**config.mk**
```make
export PLATFORM = sky130hd
export DESIGN_NAME = riot_gen
export DESIGN_NICKNAME = d
export VERILOG_FILES = /design/src/rtl/riot_gen_pkg.sv /design/src/rtl/riot_gen_timer.sv /design/src/rtl/riot_gen.sv
export SDC_FILE = /design/constraint.sdc
export NUM_CORES = 2
export LEC_CHECK = 0
export BUFFER_PORTS_ARGS = -buffer_cell sky130_fd_sc_hd__buf_4
export CELL_PAD_IN_SITES_DETAIL_PLACEMENT = 0
export CELL_PAD_IN_SITES_GLOBAL_PLACEMENT = 2
export CORE_UTILIZATION = 40
export DETAILED_ROUTE_END_ITERATION = 6
export GPL_ROUTABILITY_DRIVEN = 1
export GPL_TIMING_DRIVEN = 0
export MAX_ROUTING_LAYER = met4
export PLACE_DENSITY_LB_ADDON = 0.1
export SKIP_CTS_REPAIR_TIMING = 1
export SKIP_LAST_GASP = 1
export SLEW_MARGIN = 20
export SYNTH_ARGS = -nofsm -noshare
export SYNTH_HDL_FRONTEND = slang
export SYNTH_SLANG_ARGS = --single-unit
export TNS_END_PERCENT = 10
```
**constraint.sdc**
```tcl
create_clock -name clk -period 6.45 [get_ports clk]
set_input_delay 1.6125 -clock clk [delete_from_list [all_inputs] [get_ports clk]]
set_output_delay 1.6125 -clock clk [all_outputs]
set_load 0.01 [all_outputs]
```
**src/rtl/riot_gen_pkg.sv**
```systemverilog
`default_nettype none
// ============================================================================
// Module      : riot_gen_pkg
// Description : Shared definitions for the riot_gen peripheral: I/O register
//               offsets, reset values, the timer prescale encoding and the
//               helpers that map a prescale selection / channel index onto
//               shift amounts and bus addresses.
// Revision    : 1.0 - initial release
// ============================================================================
package riot_gen_pkg;

    // I/O map (RS_n = 1)
    localparam logic [7:0] C_PORT_BASE  = 8'h00;   // OUT_p at +2p, DDR_p at +2p+1
    localparam logic [7:0] C_TMR_BASE   = 8'h10;   // CNT_t at +4t, CTRL_t at +4t+1
    localparam logic [7:0] C_FLAG_ADDR  = 8'h20;
    localparam logic [7:0] C_IEN_ADDR   = 8'h21;
    localparam logic [7:0] C_EDGE_ADDR  = 8'h22;

    // Timer reset values
    localparam logic [7:0] C_CNT_RESET  = 8'hFF;
    localparam logic [3:0] C_CTRL_RESET = 4'hA;    // /64, mode 0, running

    typedef enum logic [1:0] {
        PRESC_1    = 2'd0,
        PRESC_8    = 2'd1,
        PRESC_64   = 2'd2,
        PRESC_1024 = 2'd3
    } prescale_e;

    // Number of low prescaler bits that must be zero for a tick.
    function automatic logic [3:0] prescale_shift(input prescale_e p);
        logic [3:0] k;
        case (p)
            PRESC_1:  k = 4'd0;
            PRESC_8:  k = 4'd3;
            PRESC_64: k = 4'd6;
            default:  k = 4'd10;
        endcase
        return k;
    endfunction

    function automatic logic [7:0] port_out_addr(input int unsigned p);
        return C_PORT_BASE + 8'(2 * p);
    endfunction

    function automatic logic [7:0] port_ddr_addr(input int unsigned p);
        return C_PORT_BASE + 8'(2 * p + 1);
    endfunction

    function automatic logic [7:0] tmr_cnt_addr(input int unsigned t);
        return C_TMR_BASE + 8'(4 * t);
    endfunction

    function automatic logic [7:0] tmr_ctrl_addr(input int unsigned t);
        return C_TMR_BASE + 8'(4 * t + 1);
    endfunction

endpackage
`default_nettype wire

```
**src/rtl/riot_gen_timer.sv**
```systemverilog
`default_nettype none
// ============================================================================
// Module      : riot_gen_timer
// Description : One interval-timer channel: 8-bit count, reload latch,
//               10-bit free prescaler, rollover state and CTRL register.
//               Produces a one-cycle flag-set pulse on underflow.
// Ports       : clk, res_n      - clock, synchronous active-low reset
//               ce_i            - clock enable
//               cnt_we_i        - CNT write strobe (already qualified by ce)
//               ctrl_we_i       - CTRL write strobe (already qualified by ce)
//               wdata_i[7:0]    - write data
//               count_o[7:0]    - current count
//               ctrl_o[3:0]     - {run, reload, prescale[1:0]}
//               flag_set_o      - underflow pulse for the interrupt flag
// Revision    : 1.0 - initial release
// ============================================================================
module riot_gen_timer
    import riot_gen_pkg::*;
(
    input  logic       clk,
    input  logic       res_n,
    input  logic       ce_i,
    input  logic       cnt_we_i,
    input  logic       ctrl_we_i,
    input  logic [7:0] wdata_i,
    output logic [7:0] count_o,
    output logic [3:0] ctrl_o,
    output logic       flag_set_o
);

    logic [7:0] count_q, count_d;
    logic [7:0] latch_q, latch_d;
    logic [3:0] ctrl_q,  ctrl_d;
    logic [9:0] presc_q, presc_d;
    logic       roll_q,  roll_d;

    prescale_e  presc_sel;
    logic [9:0] presc_mask;
    logic       run;
    logic       reload;
    logic       tick;

    always_comb begin
        presc_sel  = prescale_e'(ctrl_q[1:0]);
        reload     = ctrl_q[2];
        run        = ctrl_q[3];
        // (1 << 10) wraps to 0 in 10 bits, so /1024 yields an all-ones mask.
        presc_mask = (10'd1 << prescale_shift(presc_sel)) - 10'd1;
        tick       = ce_i & run & (roll_q | ((presc_q & presc_mask) == 10'd0));

        count_d    = count_q;
        latch_d    = latch_q;
        ctrl_d     = ctrl_q;
        presc_d    = presc_q;
        roll_d     = roll_q;
        flag_set_o = 1'b0;

        if (ce_i && run) begin
            presc_d = presc_q + 10'd1;
        end

        if (tick) begin
            if (count_q == 8'h00) begin
                flag_set_o = 1'b1;
                if (reload) begin
                    count_d = latch_q;
                end else begin
                    // Classic RIOT behaviour: keep counting every ce past zero.
                    count_d = 8'hFF;
                    roll_d  = 1'b1;
                end
            end else begin
                count_d = count_q - 8'd1;
            end
        end

        if (ctrl_we_i) begin
            ctrl_d = wdata_i[3:0];
        end

        // A CNT write overrides any same-cycle tick and suppresses the
        // underflow flag, so software always restarts from a clean state.
        if (cnt_we_i) begin
            count_d    = wdata_i;
            latch_d    = wdata_i;
            presc_d    = 10'd0;
            roll_d     = 1'b0;
            flag_set_o = 1'b0;
        end
    end

    always_ff @(posedge clk) begin
        if (!res_n) begin
            count_q <= C_CNT_RESET;
            latch_q <= C_CNT_RESET;
            ctrl_q  <= C_CTRL_RESET;
            presc_q <= 10'd0;
            roll_q  <= 1'b0;
        end else begin
            count_q <= count_d;
            latch_q <= latch_d;
            ctrl_q  <= ctrl_d;
            presc_q <= presc_d;
            roll_q  <= roll_d;
        end
    end

    assign count_o = count_q;
    assign ctrl_o  = ctrl_q;

endmodule
`default_nettype wire

```
**src/rtl/riot_gen.sv**
```systemverilog
`default_nettype none
// ============================================================================
// Module      : riot_gen
// Description : Parametrised RIOT-class peripheral: RAM, NPORTS 8-bit ports
//               with data-direction registers, NTIMERS interval timers,
//               bit-7 edge detection and a W1C interrupt flag register.
// Ports       : clk, res_n      - PHI2 clock, synchronous active-low reset
//               ce              - clock enable for all state except d_out
//               addr, RW_n, d_in, RS_n, CS1, CS2_n - CPU bus inputs
//               d_out, oe       - registered read data and its enable
//               IRQ_n           - active-low interrupt
//               P_in, P_out     - port pins, port p on bits [8p+7:8p]
// Revision    : 1.0 - initial release
// ============================================================================
module riot_gen
    import riot_gen_pkg::*;
#(
    parameter int NPORTS  = 2,
    parameter int NTIMERS = 2,
    parameter int RAMSIZE = 128
) (
    input  logic                clk,
    input  logic                res_n,
    input  logic                ce,
    input  logic [7:0]          addr,
    input  logic                RW_n,
    input  logic [7:0]          d_in,
    output logic [7:0]          d_out,
    output logic                oe,
    input  logic                RS_n,
    input  logic                CS1,
    input  logic                CS2_n,
    output logic                IRQ_n,
    input  logic [NPORTS*8-1:0] P_in,
    output logic [NPORTS*8-1:0] P_out
);

    localparam int         AW        = $clog2(RAMSIZE);
    localparam logic [7:0] FLAG_IMPL = 8'(((1 << NPORTS) - 1) << 4)
                                     | 8'((1 << NTIMERS) - 1);

    logic               sel;
    logic               rd;
    logic               io_wr;
    logic               ram_wr;

    logic [7:0]         ram_q  [RAMSIZE];
    logic [7:0]         out_q  [NPORTS];
    logic [7:0]         ddr_q  [NPORTS];
    logic [NPORTS-1:0]  prev7_q;
    logic [NPORTS-1:0]  edge_set;

    logic [7:0]         flag_q, flag_d;
    logic [7:0]         ien_q;
    logic [7:0]         edge_q;
    logic [7:0]         dout_q, dout_d;

    logic [7:0]         tmr_count [NTIMERS];
    logic [3:0]         tmr_ctrl  [NTIMERS];
    logic [NTIMERS-1:0] tmr_set;
    logic [NTIMERS-1:0] cnt_we;
    logic [NTIMERS-1:0] ctrl_we;

    // ------------------------------------------------------------------
    // Bus decode
    // ------------------------------------------------------------------
    assign sel    = CS1 & ~CS2_n;
    assign rd     = sel & RW_n;
    assign io_wr  = ce & sel & ~RW_n &  RS_n;
    assign ram_wr = ce & sel & ~RW_n & ~RS_n;
    assign oe     = rd;

    // ------------------------------------------------------------------
    // Timers
    // ------------------------------------------------------------------
    for (genvar t = 0; t < NTIMERS; t++) begin : g_timer
        assign cnt_we[t]  = io_wr & (addr == tmr_cnt_addr(t));
        assign ctrl_we[t] = io_wr & (addr == tmr_ctrl_addr(t));

        riot_gen_timer u_timer (
            .clk        (clk),
            .res_n      (res_n),
            .ce_i       (ce),
            .cnt_we_i   (cnt_we[t]),
            .ctrl_we_i  (ctrl_we[t]),
            .wdata_i    (d_in),
            .count_o    (tmr_count[t]),
            .ctrl_o     (tmr_ctrl[t]),
            .flag_set_o (tmr_set[t])
        );
    end

    // ------------------------------------------------------------------
    // Ports and bit-7 edge detection
    // ------------------------------------------------------------------
    for (genvar p = 0; p < NPORTS; p++) begin : g_port
        // Input-configured bits float high through the modelled pull-up.
        assign P_out[8*p +: 8] = out_q[p] | ~ddr_q[p];
        assign edge_set[p]     = ce & (edge_q[p] ? (~prev7_q[p] &  P_in[8*p+7])
                                                 : ( prev7_q[p] & ~P_in[8*p+7]));
    end

    always_ff @(posedge clk) begin
        if (!res_n) begin
            for (int p = 0; p < NPORTS; p++) begin
                out_q[p] <= 8'h00;
                ddr_q[p] <= 8'h00;
            end
            // Pins idle high after reset, so start the history high too.
            prev7_q <= '1;
        end else if (ce) begin
            for (int p = 0; p < NPORTS; p++) begin
                prev7_q[p] <= P_in[8*p+7];
                if (io_wr && (addr == port_out_addr(p))) begin
                    out_q[p] <= d_in;
                end
                if (io_wr && (addr == port_ddr_addr(p))) begin
                    ddr_q[p] <= d_in;
                end
            end
        end
    end

    // ------------------------------------------------------------------
    // Interrupt flags: W1C first, then CNT-write clears, then new events,
    // so a same-cycle set always survives a software clear.
    // ------------------------------------------------------------------
    always_comb begin
        flag_d = flag_q;
        if (io_wr && (addr == C_FLAG_ADDR)) begin
            flag_d = flag_d & ~d_in;
        end
        for (int t = 0; t < NTIMERS; t++) begin
            if (cnt_we[t]) begin
                flag_d[t] = 1'b0;
            end
        end
        for (int t = 0; t < NTIMERS; t++) begin
            if (tmr_set[t]) begin
                flag_d[t] = 1'b1;
            end
        end
        for (int p = 0; p < NPORTS; p++) begin
            if (edge_set[p]) begin
                flag_d[4+p] = 1'b1;
            end
        end
        flag_d = flag_d & FLAG_IMPL;
    end

    always_ff @(posedge clk) begin
        if (!res_n) begin
            flag_q <= 8'h00;
            ien_q  <= 8'h00;
            edge_q <= 8'h00;
        end else begin
            flag_q <= flag_d;
            if (io_wr && (addr == C_IEN_ADDR)) begin
                ien_q <= d_in;
            end
            if (io_wr && (addr == C_EDGE_ADDR)) begin
                edge_q <= d_in;
            end
        end
    end

    assign IRQ_n = ~|(flag_q & ien_q);

    // ------------------------------------------------------------------
    // RAM
    // ------------------------------------------------------------------
    always_ff @(posedge clk) begin
        if (!res_n) begin
            for (int i = 0; i < RAMSIZE; i++) begin
                ram_q[i] <= 8'h00;
            end
        end else if (ram_wr) begin
            ram_q[addr[AW-1:0]] <= d_in;
        end
    end

    // ------------------------------------------------------------------
    // Read mux; d_out captures on any selected read regardless of ce.
    // ------------------------------------------------------------------
    always_comb begin
        dout_d = 8'h00;
        if (!RS_n) begin
            dout_d = ram_q[addr[AW-1:0]];
        end else begin
            for (int p = 0; p < NPORTS; p++) begin
                if (addr == port_out_addr(p)) begin
                    dout_d = P_in[8*p +: 8] & P_out[8*p +: 8];
                end
                if (addr == port_ddr_addr(p)) begin
                    dout_d = ddr_q[p];
                end
            end
            for (int t = 0; t < NTIMERS; t++) begin
                if (addr == tmr_cnt_addr(t)) begin
                    dout_d = tmr_count[t];
                end
                if (addr == tmr_ctrl_addr(t)) begin
                    dout_d = {4'b0000, tmr_ctrl[t]};
                end
            end
            if (addr == C_FLAG_ADDR) begin
                dout_d = flag_q;
            end
            if (addr == C_IEN_ADDR) begin
                dout_d = ien_q;
            end
            if (addr == C_EDGE_ADDR) begin
                dout_d = edge_q;
            end
        end
    end

    always_ff @(posedge clk) begin
        if (!res_n) begin
            dout_q <= 8'hFF;
        end else if (rd) begin
            dout_q <= dout_d;
        end
    end

    assign d_out = dout_q;

endmodule
`default_nettype wire

```
==> flow_summary.ini <==
[synth]
synth_flop_cell = edfxtp_1
synth_edf_count = 1056
synth_area_sq_um = 54000
ys_types = 84
synth.avg_cell_area_sq_um = 13.8
seq_area_frac_synth_pct = 62.2
synth_nets = 3956
yosys_warnings = 0
synthCells = 3902
postSynth.asyncResetShare_pct = 0
synth-seq-cells = 1148

[drt]
ant_nets = 0
drc = 22
wl_mm = 226
drt_iter0_drc = 5055
dr_total_vias = 36259
dr.pass1.iters = 7
wl_per_cell_um = 37.4
viasPerCell = 6.00

[global_route]
antenna_found_initial = 22
grt_overflow = 0
grt_pass1_vias = 35210
grt_pass1_wl_mm = 303
grt_max_degree = 17
grt.total_usage_pct = 34.1

[cells_and_area]
synthToLayoutAreaGrowth_pct = 14.0
drive_above_1_share_pct = 16.8
final_net_count = 4211
final_area_sq_um = 61500

[power]
p_sw_mw = 4.51
power_density_nw_per_um2 = 288
power_mw = 17.7
power.share.clock_pct = 42.8
seqPwrFrac_pct = 48.3
leakagePower_nw = 21.2
irDropWorstVdd_mv = 0.216
pwr-share-comb_pct = 8.9
p_sw_share_pct = 25.4
p_int_mw = 13.2

[sta]
fmax_ghz = 0.152
hold_violations = 0
layout_min_cycle_time_ps = 6580
slew_headroom_pct = 14.3
tightestPinTransition_ps = 1290
fin_skew_ps = 20.9
fin_ws_ps = -132
setup_viol = 11
rsz0062_at_grt = false
min_period_over_period_pct = 102
slew_viol_final = 0

[floorplanning]
dieArea_sq_um = 136000
core_area_sq_um = 134000
initial_core_util_pct = 40.4
pin_count = 65
fp.dieH_um = 369
rows = 134
die_w_um = 369

[setup_path]
worst_setup_path_start_kind = input pin
critPathKind = input pin to flip-flop
worstPathRequired_ps = 7120
cp_max_fo = 10
cp-end-kind = flip-flop
arrival_ps = 7260

[placement]
post-dp-hpwl_mm = 159
io_buffers = 52
placed_area_sq_um = 57200
gp_congestion = 0.978

[clocking]
clock-sinks = 1148
clk_pin_slew_ps = 50
insertion_delay_ps = 790
root_buffer = clkbuf_16
cts_tree = yes
numCtsBuffers = 137
ctsHtreeMaxLevel = 4
clock_path_buffers = 3

[status]
status = complete, but fails checks
violations = design-rule violations, negative setup slack

[run]
maxCapViolations = 0

[hold_path]
hold_path.class = flip-flop to flip-flop
-- flip-flops by register name, summed over array words and instances, names as in the netlist, 4 cells and up --
register                 count
d_out                        8
ddr_q                       16
edge_q                       8
flag_q                       4
g_timer.u_timer.count_o     16
g_timer.u_timer.ctrl_o       8
g_timer.u_timer.latch_q     16
g_timer.u_timer.presc_q     20
ien_q                        8
out_q                       16
ram_q                     1024
-- power by group through the flow --
stage               sequential [mW]  combinational (mW)  clock, mW
finish                         8.56                1.58       7.60
global route                   8.59                1.60       7.89
CTS                            8.56                1.55       7.62
detailed placement             8.72                1.55          0
global placement               8.71                1.50          0
floorplan                      8.66               0.768          0
-- worst paths after layout --
check | from | to | slack [ps] | depth (start not counted)
max | addr[1] | d_out[1] | -130 | 11
max reg2reg | ram_q[59][1] | d_out[1] | 2560 | 7
min | g_timer[1].u_timer.latch_q[3] | g_timer[1].u_timer.latch_q[3] | 450 | 2
min reg2reg | g_timer[1].u_timer.latch_q[3] | g_timer[1].u_timer.latch_q[3] | 450 | 2
-- cell families (layout without fill, tap and decap cells) --
family	after synthesis	in the layout	synth area share (%)
AND/OR/NAND/NOR	1607	1607	17.0
XOR/XNOR	19	19	0.308
flip-flops	1148	1148	62.2
AO/OA/AOI/OAI	433	433	5.04
buffers and inverters	328	686	3.02
multiplexers	352	352	12.1
other	0	18	0
adder cells (fa/ha/maj)	15	15	0.348
-- through the flow --
step	setup slack (ps)	cells	hold slack (ps)	utilization [%]	setup TNS (ps)
final	-132	6046	451	46.0	-375
after global routing	134	6040	477	46.0	0
after CTS	165	6028	451	46.0	0
after detailed placement	-660	5786	439	42.8	-145520
after global placement	-1750	5722	444	42.3	-792800
after floorplan	2280	3902	422	-	0
-- layout by cell type (no fill, tap or decap), types with 13 or more instances in the layout --
cell / Yosys / layout
a21oi_1: 37 / 37
a221oi_1: 14 / 14
a22o_1: 13 / 13
a22oi_1: 23 / 23
and2_1: 1050 / 1050
buf_2: 34 / 35
buf_4: 18 / 127
buf_6: 22 / 26
clkbuf_1: 217 / 204
clkbuf_16: 0 / 139
clkbuf_2: 1 / 41
clkinv_1: 1 / 29
clkinv_2: 0 / 22
dfxtp_1: 92 / 92
diode_2: 0 / 18
edfxtp_1: 1056 / 1056
ha_1: 15 / 15
inv_1: 22 / 22
mux2_2: 26 / 26
mux2i_1: 87 / 87
mux4_2: 239 / 239
nand2_1: 144 / 144
nand2b_1: 24 / 24
nand3_1: 36 / 36
nor2_1: 230 / 228
nor2b_1: 28 / 27
nor3_1: 26 / 25
o21ai_0: 195 / 65
o21ai_1: 5 / 135
o22ai_1: 35 / 35
xor2_1: 15 / 15
-- synth_stat cells, drive strengths merged, types with 9 or more instances --
cell / number / area [sq um]
a31oi: 9 / 56.3
nor2b: 28 / 175
nor2: 230 / 863
dfxtp: 92 / 1840
a22o: 13 / 114
o21ai: 200 / 1000
mux4: 239 / 5380
edfxtp: 1056 / 31700
mux2: 26 / 293
nand2b: 24 / 150
or4: 11 / 90.1
a22oi: 23 / 173
o22ai: 35 / 219
buf: 86 / 718
inv: 23 / 86.3
mux2i: 87 / 871
nor3: 26 / 130
and2: 1050 / 6570
nor4: 13 / 133
nand3: 36 / 180
xor2: 15 / 131
a21boi: 15 / 113
clkbuf: 218 / 820
ha: 15 / 188
a221oi: 14 / 123
nand2: 144 / 541
o211ai: 11 / 82.6
a211oi: 11 / 82.6
a21oi: 37 / 185
and3: 9 / 56.3
-- metal layers --
metal  part of all wire (%)  GRT usage [%]  routed length (um)  vias up
met5                      0              -                   0        -
li1                       -              -                   -    14888
met2                     46           50.7              103000     1935
met1                     41           44.3               92400    18990
met4                    4.9           15.8               11000        0
met3                    8.6           7.95               19500      446
-- cell type report --
type / instances / area, sq um
Fill cell: 11954 / 72100
Sequential cell: 1148 / 33600
Multi-Input combinational cell: 2426 / 18800
Clock buffer: 166 / 3580
Tap cell: 1768 / 2210
Buffer: 304 / 1590
Timing Repair Buffer: 116 / 931
Clock inverter: 76 / 686
Inverter: 24 / 90.1
Antenna cell: 18 / 45.0
-- worst max-delay path, cell delays in order --
cell and delay (ps):
buf_4 180, buf_4 370, buf_2 660, buf_2 680, buf_2 620, mux4_2 440, a221oi_1 730, a32oi_1 340
nor3_1 930, nor3_1 360, o22a_1 260
Power figures use the tool's default switching activity.
